==> config.mk <==
export PLATFORM = sky130hd
export DESIGN_NAME = rx_pcs_decode
export DESIGN_NICKNAME = d
export VERILOG_FILES = /design/src/rtl/rx_pcs_decode.sv
export SDC_FILE = /design/constraint.sdc
export NUM_CORES = 1
export LEC_CHECK = 0
export ABC_CLOCK_PERIOD_IN_PS = 6800
export CAP_MARGIN = 15
export CORE_MARGIN = 4
export CORE_UTILIZATION = 55
export CTS_CLUSTER_DIAMETER = 80
export DETAILED_ROUTE_END_ITERATION = 10
export MAX_ROUTING_LAYER = met4
export PLACE_DENSITY = 0.9
export SYNTH_ARGS = -nofsm -noshare
export SYNTH_HDL_FRONTEND = slang
export SYNTH_SLANG_ARGS = --single-unit
==> constraint.sdc <==
create_clock -name GTX_CLK -period 6.8 [get_ports GTX_CLK]
set_input_delay 1.02 -clock GTX_CLK [delete_from_list [all_inputs] [get_ports GTX_CLK]]
set_output_delay 1.02 -clock GTX_CLK [all_outputs]
set_load 0.1 [all_outputs]
==> src/rtl/rx_pcs_decode.sv <==
// 1000BASE-X receive PCS: 8B/10B code-group decode, running disparity
// tracking and the GMII receive state machine. All outputs are registered
// and reflect the code-group sampled on the same rising edge.
module rx_pcs_decode (
    input  logic       GTX_CLK,
    input  logic       RESET,
    input  logic [9:0] rx_code_group,
    input  logic       sync_status,
    output logic [7:0] RXD,
    output logic       RX_DV,
    output logic       RX_ER
);

    typedef enum logic [2:0] {
        LINK_FAILED,
        WAIT_FOR_K,
        RX_K,
        IDLE_D,
        RECEIVE,
        TRI_RRI
    } state_t;

    state_t     state, state_nxt;
    logic       rd;              // 0 = RD-, 1 = RD+
    logic       rd_mid, rd_nxt;  // RD after the 6b block / after the whole group
    logic [7:0] rxd_nxt;
    logic       dv_nxt, er_nxt;

    logic [6:0] d6;              // {legal in RD-, legal in RD+, EDCBA}
    logic [3:0] d4;              // {legal, HGF}
    logic       ok6, d_valid;
    logic [7:0] d_byte;
    logic       is_comma, is_start, is_term, is_carrier;

    // 5b/6b data decode (abcdei); K28 6b groups are not data and fall to default
    function automatic logic [6:0] dec6(input logic [5:0] s);
        case (s)
            6'b100111: dec6 = {2'b10, 5'd0};
            6'b011000: dec6 = {2'b01, 5'd0};
            6'b011101: dec6 = {2'b10, 5'd1};
            6'b100010: dec6 = {2'b01, 5'd1};
            6'b101101: dec6 = {2'b10, 5'd2};
            6'b010010: dec6 = {2'b01, 5'd2};
            6'b110001: dec6 = {2'b11, 5'd3};
            6'b110101: dec6 = {2'b10, 5'd4};
            6'b001010: dec6 = {2'b01, 5'd4};
            6'b101001: dec6 = {2'b11, 5'd5};
            6'b011001: dec6 = {2'b11, 5'd6};
            6'b111000: dec6 = {2'b10, 5'd7};
            6'b000111: dec6 = {2'b01, 5'd7};
            6'b111001: dec6 = {2'b10, 5'd8};
            6'b000110: dec6 = {2'b01, 5'd8};
            6'b100101: dec6 = {2'b11, 5'd9};
            6'b010101: dec6 = {2'b11, 5'd10};
            6'b110100: dec6 = {2'b11, 5'd11};
            6'b001101: dec6 = {2'b11, 5'd12};
            6'b101100: dec6 = {2'b11, 5'd13};
            6'b011100: dec6 = {2'b11, 5'd14};
            6'b010111: dec6 = {2'b10, 5'd15};
            6'b101000: dec6 = {2'b01, 5'd15};
            6'b011011: dec6 = {2'b10, 5'd16};
            6'b100100: dec6 = {2'b01, 5'd16};
            6'b100011: dec6 = {2'b11, 5'd17};
            6'b010011: dec6 = {2'b11, 5'd18};
            6'b110010: dec6 = {2'b11, 5'd19};
            6'b001011: dec6 = {2'b11, 5'd20};
            6'b101010: dec6 = {2'b11, 5'd21};
            6'b011010: dec6 = {2'b11, 5'd22};
            6'b111010: dec6 = {2'b10, 5'd23};
            6'b000101: dec6 = {2'b01, 5'd23};
            6'b110011: dec6 = {2'b10, 5'd24};
            6'b001100: dec6 = {2'b01, 5'd24};
            6'b100110: dec6 = {2'b11, 5'd25};
            6'b010110: dec6 = {2'b11, 5'd26};
            6'b110110: dec6 = {2'b10, 5'd27};
            6'b001001: dec6 = {2'b01, 5'd27};
            6'b001110: dec6 = {2'b11, 5'd28};
            6'b101110: dec6 = {2'b10, 5'd29};
            6'b010001: dec6 = {2'b01, 5'd29};
            6'b011110: dec6 = {2'b10, 5'd30};
            6'b100001: dec6 = {2'b01, 5'd30};
            6'b101011: dec6 = {2'b10, 5'd31};
            6'b010100: dec6 = {2'b01, 5'd31};
            default:   dec6 = '0;
        endcase
    endfunction

    // 3b/4b data decode (fghj); the A7 alternate is only legal after 5b
    // values 17/18/20 in RD- or 11/13/14 in RD+, which also keeps the
    // Kxx.7 specials from aliasing onto D.x.7
    function automatic logic [3:0] dec4(input logic [3:0] f, input logic rdm,
                                        input logic [4:0] x);
        logic a7m, a7p;
        a7m = (x == 5'd17) || (x == 5'd18) || (x == 5'd20);
        a7p = (x == 5'd11) || (x == 5'd13) || (x == 5'd14);
        case (f)
            4'b1011: dec4 = {!rdm, 3'd0};
            4'b0100: dec4 = {rdm, 3'd0};
            4'b1001: dec4 = {1'b1, 3'd1};
            4'b0101: dec4 = {1'b1, 3'd2};
            4'b1100: dec4 = {!rdm, 3'd3};
            4'b0011: dec4 = {rdm, 3'd3};
            4'b1101: dec4 = {!rdm, 3'd4};
            4'b0010: dec4 = {rdm, 3'd4};
            4'b1010: dec4 = {1'b1, 3'd5};
            4'b0110: dec4 = {1'b1, 3'd6};
            4'b1110: dec4 = {!rdm && !a7m, 3'd7};
            4'b0001: dec4 = {rdm && !a7p, 3'd7};
            4'b0111: dec4 = {!rdm && a7m, 3'd7};
            4'b1000: dec4 = {rdm && a7p, 3'd7};
            default: dec4 = '0;
        endcase
    endfunction

    // Code-group decode, special-group match and disparity of the sampled bits
    always_comb begin
        d6      = dec6(rx_code_group[9:4]);
        ok6     = rd ? d6[5] : d6[6];

        if ($countones(rx_code_group[9:4]) > 3)      rd_mid = 1'b1;
        else if ($countones(rx_code_group[9:4]) < 3) rd_mid = 1'b0;
        else if (rx_code_group[9:4] == 6'b111000)    rd_mid = 1'b1;
        else if (rx_code_group[9:4] == 6'b000111)    rd_mid = 1'b0;
        else                                         rd_mid = rd;

        if ($countones(rx_code_group[3:0]) > 2)      rd_nxt = 1'b1;
        else if ($countones(rx_code_group[3:0]) < 2) rd_nxt = 1'b0;
        else if (rx_code_group[3:0] == 4'b1100)      rd_nxt = 1'b1;
        else if (rx_code_group[3:0] == 4'b0011)      rd_nxt = 1'b0;
        else                                         rd_nxt = rd_mid;

        d4      = dec4(rx_code_group[3:0], rd_mid, d6[4:0]);
        d_valid = ok6 && d4[3];
        d_byte  = {d4[2:0], d6[4:0]};

        // specials only count in the form legal for the current RD
        is_comma   = (rx_code_group == (rd ? 10'h305 : 10'h0FA));
        is_start   = (rx_code_group == (rd ? 10'h097 : 10'h368));
        is_term    = (rx_code_group == (rd ? 10'h117 : 10'h2E8));
        is_carrier = (rx_code_group == (rd ? 10'h057 : 10'h3A8));
    end

    // Next state and next registered GMII outputs
    always_comb begin
        state_nxt = state;
        dv_nxt    = 1'b0;
        er_nxt    = 1'b0;
        rxd_nxt   = '0;
        if (!sync_status) begin
            state_nxt = LINK_FAILED;
        end else begin
            case (state)
                LINK_FAILED: state_nxt = WAIT_FOR_K;
                WAIT_FOR_K: begin
                    if (is_comma) state_nxt = RX_K;
                end
                RX_K: state_nxt = d_valid ? IDLE_D : WAIT_FOR_K;
                IDLE_D: begin
                    if (is_comma) begin
                        state_nxt = RX_K;
                    end else if (is_start) begin
                        state_nxt = RECEIVE;
                        dv_nxt    = 1'b1;
                        rxd_nxt   = 8'h55;
                    end else begin
                        state_nxt = WAIT_FOR_K;
                    end
                end
                RECEIVE: begin
                    if (d_valid) begin
                        dv_nxt  = 1'b1;
                        rxd_nxt = d_byte;
                    end else if (is_term) begin
                        state_nxt = TRI_RRI;
                    end else if (is_comma) begin
                        state_nxt = RX_K;
                        er_nxt    = 1'b1;
                    end else begin
                        dv_nxt = 1'b1;
                        er_nxt = 1'b1;
                    end
                end
                TRI_RRI: begin
                    state_nxt = WAIT_FOR_K;
                    er_nxt    = !is_carrier;
                end
                default: state_nxt = LINK_FAILED;
            endcase
        end
    end

    // State, running disparity and output registers
    always_ff @(posedge GTX_CLK or negedge RESET) begin
        if (!RESET) begin
            state <= LINK_FAILED;
            rd    <= 1'b0;
            RXD   <= '0;
            RX_DV <= 1'b0;
            RX_ER <= 1'b0;
        end else begin
            state <= state_nxt;
            rd    <= rd_nxt;
            RXD   <= rxd_nxt;
            RX_DV <= dv_nxt;
            RX_ER <= er_nxt;
        end
    end

endmodule

# Word level (Yosys, flattened, before mapping)
# Memories as Yosys holds them, arrays and structs flattened.
# Index checks and enable logic that the tools add are counted.
[word_totals] register_bits=14 latchBits=0 ram_bits=0 romBits=448 in_bits=13 out_inout_bits=10 word_cells=103 memories=1
[op_classes] addsub=8 n_mul=0 div_mod_pow=0 n_lt_le_gt_ge=4 n_eq_ne=32 shifts=0 n_mux=38 bitwise_logic=0 reduce_logical=15
[mem_list] memory="(name not given)" depth=64 word_bits=7 rd=1 rd_clocked_by_memory_dff=0 write_ports=0 line_no="37" source="case (s)"
[ops] cell="32-bit by 3-bit greater-than comparator with 1-bit output (second input constant)" count=2
[ops] cell="4-bit case mux with 14 select lines" count=1
[ops] cell="10-bit == test" count=4
[ops] cell="10-bit 2-to-1 mux" count=4
[ops] cell="4-bit == test (second input constant)" count=7
[ops] cell="1-bit 2-to-1 mux" count=18
[ops] cell="3-bit 2-to-1 mux" count=6
[ops] cell="4-bit by 3-bit == test with 1-bit output (second input constant)" count=4
[ops] cell="8-bit 2-to-1 mux" count=2
[ops] cell="8-bit case mux with 2 select lines" count=1
[ops] cell="5-bit by 4-bit == test with 1-bit output (second input constant)" count=3
[ops] cell="5-bit == test (second input constant)" count=3
[ops] cell="3-bit case mux with 5 select lines" count=1
[ops] cell="7-bit 2-to-1 mux" count=2
[ops] cell="1-bit by 1-bit adder with 2-bit output" count=5
[ops] cell="4-bit by 2-bit == test with 1-bit output (second input constant)" count=2
[ops] cell="2-bit by 2-bit adder with 3-bit output" count=2
[ops] cell="3-bit by 2-bit == test with 1-bit output (second input constant)" count=2
[ops] cell="3-bit == test (second input constant)" count=2
[ops] cell="6-bit by 3-bit == test with 1-bit output (second input constant)" count=1
[ops] cell="6-bit == test (second input constant)" count=1
[ops] cell="1-bit logical AND" count=5
[ops] cell="3-bit by 2-bit adder with 4-bit output" count=1
[ops] cell="4-bit by 1-bit == test with 1-bit output (second input constant)" count=1
[ops] cell="10 further kinds" count=17

# Longest topological paths before layout
[logic_depth] depth_word=13 ltp_mapped=16 ltp_nobuf=12

# Least setup slack after synthesis
# Ideal clock, no wire load.
[synth_timing] kind="input-to-reg" from="input port rx_code_group[7]" to="register state[1]" setup_ps=120 arrival_ps=4427 t_required_ps=6680 path_slack_ps=2253 cell_stages=16 path_buffers=4 cell_sequence="buf_2 > inv_1 > buf_2 > fa_1 > fa_1 > inv_1 > ha_1 > fa_1 > a31o_1 > buf_6 > or4_1 > a21oi_1 > and4b_4 > buf_6 > a31o_1 > o211a_1"
[synth_via] elab_chain_len=13 elab_cells_between_ends=42 cone_classes="add/sub (3); order compare (2); eq/ne (11); mux (13); reduce/logical (12); memory (1)"
[synth_lines] item="start: declaration" line_no="7" source="input logic [9:0] rx_code_group,"
[synth_lines] item="branches (longest 13 deep; another with 32-bit by 3-bit greater-than comparator with 1-bit output)"
[synth_lines] item="end signal: assignment" line_no="201" source="state <= state_nxt;"
[synth_lines] item="end: declaration" line_no="23" source="state_t state, state_nxt;"
# Parallel ways; which one is timed is not known. The select of a mux whose other input is x is not followed.
# A chain may end at the register's enable or synchronous reset.

# Worst setup path in the final report
# Ends and elaborated chain as after synthesis.

==> impl_metrics.env <==
export IMPL_drt_first_pass_iters=5
export IMPL_synth_area_um2=2175
export IMPL_clock_fmax_mhz=193.5
export IMPL_worstSetupPathType="in2reg"
export IMPL_slew_violations=0
export IMPL_synth_edf_count=0
export IMPL_htreeDepth=1
export IMPL_ant_nets=0
export IMPL_first_iter_violations=266
export IMPL_rsz0062_at_grt="no"
export IMPL_die_x_um=70.88
export IMPL_synth_xor_area_share_pct=0.8055
export IMPL_crit_path_end_kind="flip-flop"
export IMPL_ys_seq_area_share_pct=16.11
export IMPL_synth_largest_area_cell="dfrtp_1"
export IMPL_drc=0
export IMPL_vias=2214
export IMPL_final_hold_viol_count=0
export IMPL_ys_seq_elements=14
export IMPL_post_place_cells=338
export IMPL_antenna_cells=0
export IMPL_vias_per_cell=6.493
export IMPL_power_w=0.0002866
export IMPL_final_nets=329
export IMPL_tritoncts="done"
export IMPL_core_area_um2=3744
export IMPL_antenna_found_initial=0
export IMPL_finalSetupTns_ns=0
export IMPL_synth_cells=284
export IMPL_grt_use_total_pct=22.83
export IMPL_status="finished clean"
export IMPL_yosysMostFrequentCell="nand2_1"
export IMPL_drive_gt1_share_pct=4.437
export IMPL_portBuffers=22
export IMPL_post_cts_resized=0
export IMPL_rows=22
export IMPL_die_area_um2=5024
export IMPL_post_route_util_pct=64.17
export IMPL_synth_compound_area_share_pct=29.46
export IMPL_yosysWarningCount=0
export IMPL_clk_pin_slew_ns=0.05
export IMPL_synth_top_cell_area_share_pct=16.11
export IMPL_cp_start_kind="input pin"
export IMPL_routabilityCongestion=0.9737
export IMPL_leakagePower_nw=1.070
export IMPL_synthSimpleGateAreaFrac_pct=26.06
export IMPL_clock_root_buffer="clkbuf_8"
export IMPL_tightest_slew_ns=0.9722
export IMPL_initial_utilization_pct=58.09
export IMPL_final_cells=341
export IMPL_irDropWorstVdd_uv=71.95
export IMPL_post_drt_wl_per_cell_um=16.06
export IMPL_setup_viol=0
export IMPL_io_pins=23
export IMPL_synth_adder_area_share_pct=13.46
export IMPL_multi_input_area_um2=1633
export IMPL_worstPathRequired_ns=6.97
export IMPL_routed_wl_um=5475
export IMPL_finalCriticalPeriod_ns=5.167
export IMPL_cts_hold_buf=0
export IMPL_grt_overflow_total=0
export IMPL_clock_sinks=14
export IMPL_ys_top_cells_by_count="nand2_1 (22), inv_1 (21), o21ai_0 (19), a21oi_1 (17), ha_1 (17)"
export IMPL_clock_path_buffers=2
export IMPL_maxCapViolations=0
export IMPL_syn_nets=318
export IMPL_synth_cell_types=57
export IMPL_synth_top_family_by_area="compound AO/OA/AOI/OAI gates"
export IMPL_grt_pass1_wl_um=9328
export IMPL_cts_buffers=3
export IMPL_fillers=331
export IMPL_grt_max_degree=39
export IMPL_clock_latency_ns=0.24
export IMPL_timing_reg2reg_setup_slack_ns=4.36
export IMPL_relSlewSlack_pct=34.99
export IMPL_synthArstFlopShare_pct=100.0
export IMPL_ys_flop_type="dfrtp_1"
export IMPL_crit_path_max_fanout=38
export IMPL_area_growth_pct=10.47
export IMPL_die_h_um=70.88
export IMPL_finClkSkew_ns=0.001117
export IMPL_min_path_type="reg2reg"
export IMPL_p_per_area_nw_per_um2=119.3
export IMPL_dp_hpwl_um=3974
export IMPL_arrival_ns=5.34
export IMPL_grt_pass1_vias=2026
export IMPL_post_cts_buffers=0
export IMPL_synth_mux_area_share_pct=5.293
export IMPL_synth_area_per_cell_um2=7.657
export IMPL_min_period_over_period_pct=75.99
export IMPL_seqCellArea_um2=350.3
export IMPL_synth_area_top_cells="dfrtp_1 (16%), ha_1 (9.8%), o21ai_0 (4.4%)"
critical path, cell delays in order:
cell and delay (ns):
clkdlybuf4s50_1 0.45, buf_4 0.32, inv_1 0.27, fa_1 0.53, fa_1 0.50, inv_1 0.04, ha_1 0.18, fa_1 0.44
a31o_1 0.28, or4_1 0.48, a21oi_1 0.11, and4b_4 0.24, a21oi_1 0.24, o211a_1 0.22
flip-flops by register name, summed over array words and instances (netlist names):
signal  flops
RXD         8
state       3
RX_DV       1
RX_ER       1
rd          1
per-stage QoR:
stage | area, um^2 | setup slack (ns) | hold WS, ns
6_report | 2402 | 1.633 | 0.5623
5_1_grt | 2402 | 1.449 | 0.5801
4_1_cts | 2402 | 1.719 | 0.5474
3_5_place_dp | 2361 | 1.509 | 0.5454
3_3_place_gp | 2361 | 1.625 | 0.5280
2_1_floorplan | 2175 | 2.253 | 0.4855
placed cells by master, fill, tap and decap left out, drive strengths merged, types with 3 or more instances in the layout:
master / instances
mux2: 4
and2: 10
inv: 22
o22ai: 4
ha: 17
a221oi: 5
a211o: 5
nor2: 15
o21bai: 3
nand3: 13
a21o: 6
o21ai: 20
clkdlybuf4s50: 22
nand2: 22
a31oi: 3
o211ai: 5
nor2b: 10
clkbuf: 3
nand2b: 12
fa: 4
o21a: 3
nor3: 5
dfrtp: 14
or3: 4
mux2i: 7
a21oi: 18
or4: 3
power breakdown:
| group | internal, W | switching, W |
|---|---|---|
| Combinational | 0.0000524 | 0.0000792 |
| Clock | 0.0000391 | 0.0000261 |
| Sequential | 0.0000848 | 0.00000502 |
logic make-up (layout without fill, tap and decap cells):
group | after synthesis | in the layout
AND/OR/NAND/NOR | 105 | 105
AO/OA/AOI/OAI | 91 | 91
buffers and inverters | 40 | 49
adder cells (fa/ha/maj) | 21 | 21
flip-flops | 14 | 14
multiplexers | 11 | 11
XOR/XNOR | 2 | 2
worst paths after layout:
check                                      from              endpoint  cells after the start
min in group asynchronous                 RESET       RX_ER$_DFF_PN0_                      1
min reg2reg                state[2]$_DFFE_PN0P_  state[0]$_DFFE_PN0P_                      1
max                            rx_code_group[7]  state[1]$_DFFE_PN0P_                     14
min                        state[2]$_DFFE_PN0P_  state[0]$_DFFE_PN0P_                      1
max reg2reg                        rd$_DFF_PN0_  state[1]$_DFFE_PN0P_                      8
max in group asynchronous                 RESET  state[0]$_DFFE_PN0P_                      1
per-layer routing:
metal | up-vias | GRT usage, % | wire (um)
li1 | 1046 | - | -
met1 | 1060 | 29.78 | 2385
met2 | 98 | 37.59 | 2664
met3 | 10 | 3.267 | 357
met4 | 0 | 5.010 | 67
met5 | - | - | 0
area by class of cell:
| class | instances | share of cell area, % |
|---|---|---|
| Multi-Input combinational cell | 230 | 67.97 |
| Timing Repair Buffer | 24 | 9.792 |
| Clock buffer | 3 | 1.719 |
| Sequential cell | 14 | 14.58 |
| Tap cell | 48 | 2.500 |
| Inverter | 22 | 3.438 |
No activity file was read; power rests on OpenSTA's default activity.
